==> src/rtl/tank_vertical_motion_pkg.sv <==
// Shared types and constants for the tank vertical-motion and floor-collision stages.
package tank_motion_pkg;

   typedef enum logic [1:0] {
      TERR_FLAT = 2'b00,
      TERR_DOWN = 2'b01,
      TERR_UP   = 2'b10,
      TERR_RSVD = 2'b11
   } terrain_t;

   typedef enum logic [1:0] {
      MS_GROUND = 2'd0,
      MS_RAMP   = 2'd1,
      MS_FALL   = 2'd2
   } mstate_t;

   typedef enum logic [1:0] {
      DIR_STILL = 2'd0,
      DIR_LEFT  = 2'd1,
      DIR_RIGHT = 2'd2
   } dir_t;

   localparam logic [9:0] LOW_Y      = 10'd400;
   localparam logic [9:0] HIGH_Y     = 10'd380;
   localparam logic [9:0] CLIMB_STEP = 10'd1;
   localparam logic [3:0] GRAVITY    = 4'd1;
   localparam logic [3:0] MAX_FALL_V = 4'd6;

   function automatic logic is_level(input logic [9:0] y);
      return (y == LOW_Y) || (y == HIGH_Y);
   endfunction

endpackage

==> src/rtl/tank_vertical_motion_if.sv <==
// Per-frame terrain/position inputs and vertical-motion outputs of the tank.
interface tank_vertical_motion_if;
   logic [9:0] firstX;
   logic [1:0] floor;
   logic       spawn_req;
   logic [9:0] spawn_y;
   logic [9:0] firstY;
   logic       on_high;
   logic       airborne;
   logic [1:0] mstate;

   modport master (
      output firstX, floor, spawn_req, spawn_y,
      input  firstY, on_high, airborne, mstate
   );

   modport slave (
      input  firstX, floor, spawn_req, spawn_y,
      output firstY, on_high, airborne, mstate
   );
endinterface

==> src/rtl/tank_vertical_motion_x_dir_detect.sv <==
// Horizontal travel direction: current X against the X seen on the previous frame.
module x_dir_detect
   import tank_motion_pkg::*;
(
   input  logic       clk,
   input  logic [9:0] x,
   output dir_t       dir
);
   logic [9:0] prev_x;

   // Reloading every frame also covers reset and spawn, which both restart from the current X.
   always_ff @(posedge clk) begin
      prev_x <= x;
   end

   always_comb begin
      if (x > prev_x)      dir = DIR_RIGHT;
      else if (x < prev_x) dir = DIR_LEFT;
      else                 dir = DIR_STILL;
   end
endmodule

==> src/rtl/tank_vertical_motion.sv <==
// Tank vertical position: ramp following, level resting and falling.
// Build option TANK_GRAVITY_EN selects accelerating fall instead of constant-speed fall.
//
// state     | meaning
// MS_GROUND | resting on LOW_Y or HIGH_Y
// MS_RAMP   | following a ramp, Y within [HIGH_Y..LOW_Y]
// MS_FALL   | airborne, dropping toward LOW_Y
module tank_vertical_motion
   import tank_motion_pkg::*;
(
   input  logic             frame_clk,
   input  logic             Reset,
   tank_vertical_motion_if.slave bus
);
   mstate_t    state, state_nxt;
   logic [9:0] y, y_nxt;
   dir_t       dir;
   terrain_t   terr;
   logic       ramp_cls, climb, descend;
   logic [9:0] y_up, y_dn, y_fall, spawn_c;
   logic [10:0] y_w, y_sum;
   logic [3:0] fall_step;
`ifdef TANK_GRAVITY_EN
   logic [3:0] vel, vel_nxt;
   logic [4:0] vel_sum;
`endif

   x_dir_detect u_dir (
      .clk (frame_clk),
      .x   (bus.firstX),
      .dir (dir)
   );

   assign terr     = terrain_t'(bus.floor);
   assign ramp_cls = (terr == TERR_UP) || (terr == TERR_DOWN);
   assign climb    = ((terr == TERR_UP) && (dir == DIR_RIGHT)) || ((terr == TERR_DOWN) && (dir == DIR_LEFT));
   assign descend  = ((terr == TERR_DOWN) && (dir == DIR_RIGHT)) || ((terr == TERR_UP) && (dir == DIR_LEFT));

   assign y_w  = {1'b0, y};
   assign y_up = (y_w < ({1'b0, HIGH_Y} + {1'b0, CLIMB_STEP})) ? HIGH_Y : y - CLIMB_STEP;
   assign y_dn = ((y_w + {1'b0, CLIMB_STEP}) > {1'b0, LOW_Y}) ? LOW_Y : y + CLIMB_STEP;

`ifdef TANK_GRAVITY_EN
   assign vel_sum   = {1'b0, vel} + {1'b0, GRAVITY};
   assign fall_step = (vel_sum > {1'b0, MAX_FALL_V}) ? MAX_FALL_V : vel_sum[3:0];
`else
   assign fall_step = MAX_FALL_V;
`endif
   // Landing snaps to LOW_Y whatever velocity is left over.
   assign y_sum   = y_w + 11'(fall_step);
   assign y_fall  = (y_sum >= {1'b0, LOW_Y}) ? LOW_Y : y_sum[9:0];
   assign spawn_c = (bus.spawn_y > LOW_Y) ? LOW_Y : bus.spawn_y;

   always_comb begin
      state_nxt = state;
      y_nxt     = y;
`ifdef TANK_GRAVITY_EN
      vel_nxt   = vel;
`endif
      if (bus.spawn_req) begin
         y_nxt     = spawn_c;
         state_nxt = is_level(spawn_c) ? MS_GROUND : MS_FALL;
`ifdef TANK_GRAVITY_EN
         vel_nxt   = 4'd0;
`endif
      end else begin
         case (state)
            MS_GROUND: begin
               if (climb || descend) begin
                  state_nxt = MS_RAMP;
                  y_nxt     = climb ? y_up : y_dn;
               end else if (!ramp_cls && !is_level(y)) begin
                  state_nxt = MS_FALL;
`ifdef TANK_GRAVITY_EN
                  vel_nxt   = 4'd0;
`endif
               end
            end
            MS_RAMP: begin
               if (!ramp_cls) begin
                  state_nxt = is_level(y) ? MS_GROUND : MS_FALL;
`ifdef TANK_GRAVITY_EN
                  vel_nxt   = 4'd0;
`endif
               end else if (climb) begin
                  y_nxt = y_up;
               end else if (descend) begin
                  y_nxt = y_dn;
               end
            end
            MS_FALL: begin
               y_nxt = y_fall;
`ifdef TANK_GRAVITY_EN
               vel_nxt = (y_fall == LOW_Y) ? 4'd0 : fall_step;
`endif
               if (y_fall == LOW_Y) state_nxt = MS_GROUND;
            end
            default: state_nxt = MS_GROUND;
         endcase
      end
   end

   always_ff @(posedge frame_clk) begin
      if (!Reset) begin
         state        <= MS_GROUND;
         y            <= LOW_Y;
         bus.on_high  <= 1'b0;
         bus.airborne <= 1'b0;
`ifdef TANK_GRAVITY_EN
         vel          <= 4'd0;
`endif
      end else begin
         state        <= state_nxt;
         y            <= y_nxt;
         bus.on_high  <= (y_nxt == HIGH_Y) && (state_nxt == MS_GROUND);
         bus.airborne <= (state_nxt == MS_FALL);
`ifdef TANK_GRAVITY_EN
         vel          <= vel_nxt;
`endif
      end
   end

   assign bus.firstY = y;
   assign bus.mstate = state;
endmodule

==> src/flat_wrapper.sv <==
// flat-port wrapper written by rule: the top's interface ports become plain ports
module tank_vertical_motion_flat import tank_motion_pkg::*;
  (frame_clk, Reset, bus_firstX, bus_floor, bus_spawn_req, bus_spawn_y, bus_firstY, bus_on_high, bus_airborne, bus_mstate);
  tank_vertical_motion_if bus_i ();
  input  logic frame_clk;
  input  logic Reset;
  input wire logic [$bits(bus_i.firstX)-1:0] bus_firstX;
  input wire logic [$bits(bus_i.floor)-1:0] bus_floor;
  input wire logic [$bits(bus_i.spawn_req)-1:0] bus_spawn_req;
  input wire logic [$bits(bus_i.spawn_y)-1:0] bus_spawn_y;
  output wire logic [$bits(bus_i.firstY)-1:0] bus_firstY;
  output wire logic [$bits(bus_i.on_high)-1:0] bus_on_high;
  output wire logic [$bits(bus_i.airborne)-1:0] bus_airborne;
  output wire logic [$bits(bus_i.mstate)-1:0] bus_mstate;
  assign bus_i.firstX = bus_firstX;
  assign bus_i.floor = bus_floor;
  assign bus_i.spawn_req = bus_spawn_req;
  assign bus_i.spawn_y = bus_spawn_y;
  assign bus_firstY = bus_i.firstY;
  assign bus_on_high = bus_i.on_high;
  assign bus_airborne = bus_i.airborne;
  assign bus_mstate = bus_i.mstate;
  tank_vertical_motion u_core (.frame_clk(frame_clk), .Reset(Reset), .bus(bus_i));
endmodule
==> config.mk <==
export PLATFORM = sky130hd
export DESIGN_NAME = tank_vertical_motion_flat
export DESIGN_NICKNAME = d
export VERILOG_FILES = /design/src/rtl/tank_vertical_motion_pkg.sv /design/src/rtl/tank_vertical_motion_if.sv /design/src/rtl/tank_vertical_motion_x_dir_detect.sv /design/src/rtl/tank_vertical_motion.sv /design/src/flat_wrapper.sv
export SDC_FILE = /design/constraint.sdc
export NUM_CORES = 1
export LEC_CHECK = 0
export ABC_AREA = 1
export BUFFER_PORTS_ARGS = -buffer_cell sky130_fd_sc_hd__buf_2
export CORE_MARGIN = 2
export CORE_UTILIZATION = 52
export CTS_CLUSTER_SIZE = 28
export DETAILED_ROUTE_END_ITERATION = 16
export PLACE_DENSITY_LB_ADDON = 0.15
export SLEW_MARGIN = 20
export SYNTH_ARGS = -nofsm -noshare
export SYNTH_HDL_FRONTEND = slang
export SYNTH_HIERARCHICAL = 1
export SYNTH_SLANG_ARGS = --single-unit
==> constraint.sdc <==
create_clock -name frame_clk -period 2.7 [get_ports frame_clk]
set_clock_uncertainty 0.15 [all_clocks]
set_input_delay 0.27 -clock frame_clk [delete_from_list [all_inputs] [get_ports frame_clk]]
set_output_delay 0.27 -clock frame_clk [all_outputs]
set_load 0.05 [all_outputs]
==> reports/metrics.csv <==
metric;value;unit
yosys_warnings;6;
fp-row-count;25;
holdPathStages;2;
numClockSinks;24;
grtUsageMet3;2.90;%
ys_types;35;
worstHoldStart;Reset;
core_area;0.00466;sq mm
area_growth_syn_to_layout;30.9;%
antennaDiodeCount;0;
critical_path_class;reg2reg;
synthCells;420;
startpoint_type;register;
cts_buffers;3;
track_usage;29.7;%
r2r-end;u_core/bus.on_high;
ant_nets;0;
dp_cells;533;
grt_pass1_wl;12300;microns
critPathCaptureType;register;
hold_path_class;in2reg;
rsz0062_at_grt;true;
ys_seq_area_share;19.4;%
drcViolationCount;0;
place_congestion;0.955;
fp.dieW;72.9;microns
cts.clk_slew.worst_paths;0.09;ns
worstPathRequired;2.76;ns
drive_above_1_share;27.8;%
cp_max_fo;5;
boundaryPins;39;
clk_latency;0.28;ns
clk_path_buf_depth;2;
synth_seq_cells;24;
yosysTopAreaCellShare;20.2;%
p_per_area;436;mW/mm^2
violations;negative setup slack;
maxSlewViolCount;0;
post-route-util;69.4;%
crit_arrival;2.94;ns
cts_root_buffer;clkbuf_8;
syn_area_per_cell;5.88;sq um
drtIter0Drc;299;
die_area;0.00532;sq mm
syn_nets;463;
num_vias;3059;
status;finished with violations;
finalCritPeriodShare;107;%
grt.busiest_layer;met2;
max_freq;0.347;GHz
totalWireLength;7930;microns
cts_max_level;1;
use_met1;40.3;%
setup-violations-final;7;
worst_slew_pin_slew;0.473;ns
setup_ws;-0.184;ns
use_met2;49.2;%
max_slew_margin;68.5;%
port_buffers;38;
peakVddDrop;0.000272;V
grt_pass1_vias;2675;
fin_nets;540;
n_fill_cell;396;
antenna_found_initial;0;
grt_overflow;0;
firstDrtPassIters;5;
routedWlPerCell;14.4;microns
post-dp-hpwl;5840;microns
r2r_slack;-0.18;ns
grt_max_degree;15;
hold_path_end;u_core/bus.firstY[7];
synth_top_area_cell;nand2_1;
cts_tree;done;
min_period;2.88;ns
regToRegStartpoint;u_core/u_dir/prev_x[7];
start_util;53.0;%
multi_input_area;0.00184;sq mm
synth_area_leaders;nand2_1 (20%), dfxtp_1 (19%), nand3_1 (9.7%);
cap_viol_max_count;0;
vias_per_cell;5.56;
synth_area;0.00247;sq mm
final_cells;550;
final-seq-area;485;sq um
hold_violations;0;
fp.dieH;72.9;microns
leakagePower;0.00171;uW
rr_worst_depth;22;
==> worst max-delay path: stages, from the launching register on <==
cell     delay [ns]
dfxtp_1        0.31
inv_1          0.08
ha_4           0.21
nand2_1        0.05
nand2_1        0.08
a21oi_2        0.15
nand2_2        0.09
nor2_4         0.17
nor2_4         0.08
inv_2          0.08
nand3_2        0.08
nand2_2        0.14
inv_2          0.05
nor2_1         0.12
buf_4          0.17
nand3_1        0.07
nor2_1         0.14
o21ai_1        0.10
nand2_1        0.08
nand2_1        0.07
a21oi_2        0.14
nand3_1        0.09
nor2_1         0.10
==> report_power, final <==
group          internal [uW]  leakage, uW  switching, uW
combinational            248      0.00148            423
sequential               379     0.000199           35.2
clock                    199    0.0000357            126
total                    825      0.00171            584
==> registers in the layout, indices dropped and copies added (netlist names) <==
signal	count
u_core/bus.firstY	10
u_core/bus.mstate	2
u_core/u_dir/prev_x	10
u_core/bus.airborne	1
u_core/bus.on_high	1
==> stage by stage <==
stage | hold WS [ns] | setup WS (ns) | TNS [ns] | power [uW] | area, sq um
2_1_floorplan | 0.148 | 0.0978 | 0 | 804 | 2470
3_3_place_gp | 0.240 | -0.0659 | -0.0659 | 990 | 2880
3_5_place_dp | 0.240 | -0.233 | -0.403 | 996 | 2880
4_1_cts | -0.0449 | -0.0668 | -0.0668 | 1350 | 3100
5_1_grt | 0.0711 | -0.373 | -2.23 | 1490 | 3230
6_report | 0.0575 | -0.184 | -0.565 | 1410 | 3230
==> layer usage <==
layer | vias up | part of all wire, %
met2 | 161 | 47
met4 | 0 | 2.8
met5 | - | 0
met3 | 23 | 7.7
met1 | 1396 | 42
li1 | 1479 | -
==> cell type report <==
cell class / instances / share of cell area (%)
clock buffer: 3 / 1.28
sequential: 24 / 15.0
inverter: 67 / 7.78
tap: 54 / 2.09
clock inverter: 1 / 0.928
multi-input combinational: 323 / 56.8
timing repair buffer: 78 / 16.2
==> repair_timing <==
item	4_1_cts	5_1_grt
hold buffers	9	1
setup buffers	2	1
endpoints found under the setup margin	2	13
hold endpoints to repair	10	1
cloned	0	0
gates resized for setup	13	33
pin swaps	12	25
==> Yosys cell counts <==
library cell and n:
nor2_1 41, nand3_1 48, dfxtp_1 24, a21oi_2 3
xor2_2 1, nand3_2 1, nand2_8 1, nand4_1 8
o21ai_1 4, a21oi_1 13, nand2_1 133, or3_1 1
o21ai_0 17, o31ai_1 1, clkinv_1 1, nor2_2 6
nor2_8 1, and2_4 2, inv_2 2, a211oi_1 1
buf_4 2, clkbuf_1 1, nand3b_1 2, nor3_2 1
nor2_4 2, buf_6 3, a31oi_1 4, a21boi_0 2
xor2_1 2, inv_1 64, or2_2 3, ha_1 18
nand2_2 4, nand3_4 1, and2_1 2
==> worst max-delay path by stage <==
stage                           startpoint            endpoint  slack [ns]
floorplan             u_core/bus.firstY[1]  u_core/bus.on_high         0.1
global placement             bus_firstX[9]  u_core/bus.on_high       -0.07
detailed placement           bus_firstX[9]  u_core/bus.on_high       -0.23
CTS                 u_core/u_dir/prev_x[8]  u_core/bus.on_high       -0.07
global route        u_core/u_dir/prev_x[9]  u_core/bus.on_high       -0.37
finish              u_core/u_dir/prev_x[7]  u_core/bus.on_high       -0.18
==> layout by cell type (no fill, tap or decap), types with 6 or more instances in the layout <==
master,Yosys,routed
inv_1,64,57
inv_2,2,9
nand2_1,133,121
nand4_1,8,8
nand3_2,1,6
nand2_2,4,13
a21oi_1,13,12
buf_4,2,28
nand3_1,48,43
o21ai_0,17,16
dfxtp_1,24,20
nor2_1,41,38
nor2_2,6,7
buf_2,0,38
dlygate4sd3_1,0,10
ha_1,18,14
==> cells by family (layout without fill, tap and decap cells) <==
group                      after synthesis  count (layout)  synth area share (%)
xor gates and xnor gates                 3               3                  1.37
and+or+nand+nor                        257             257                  47.6
adders and majority gates               18              18                  9.11
buffers and inverters                   73             149                  12.3
DFF                                     24              24                  19.4
AOI/OAI and AO/OA                       45              45                  10.2
Note: power is estimated with default switching activity, not from simulation.
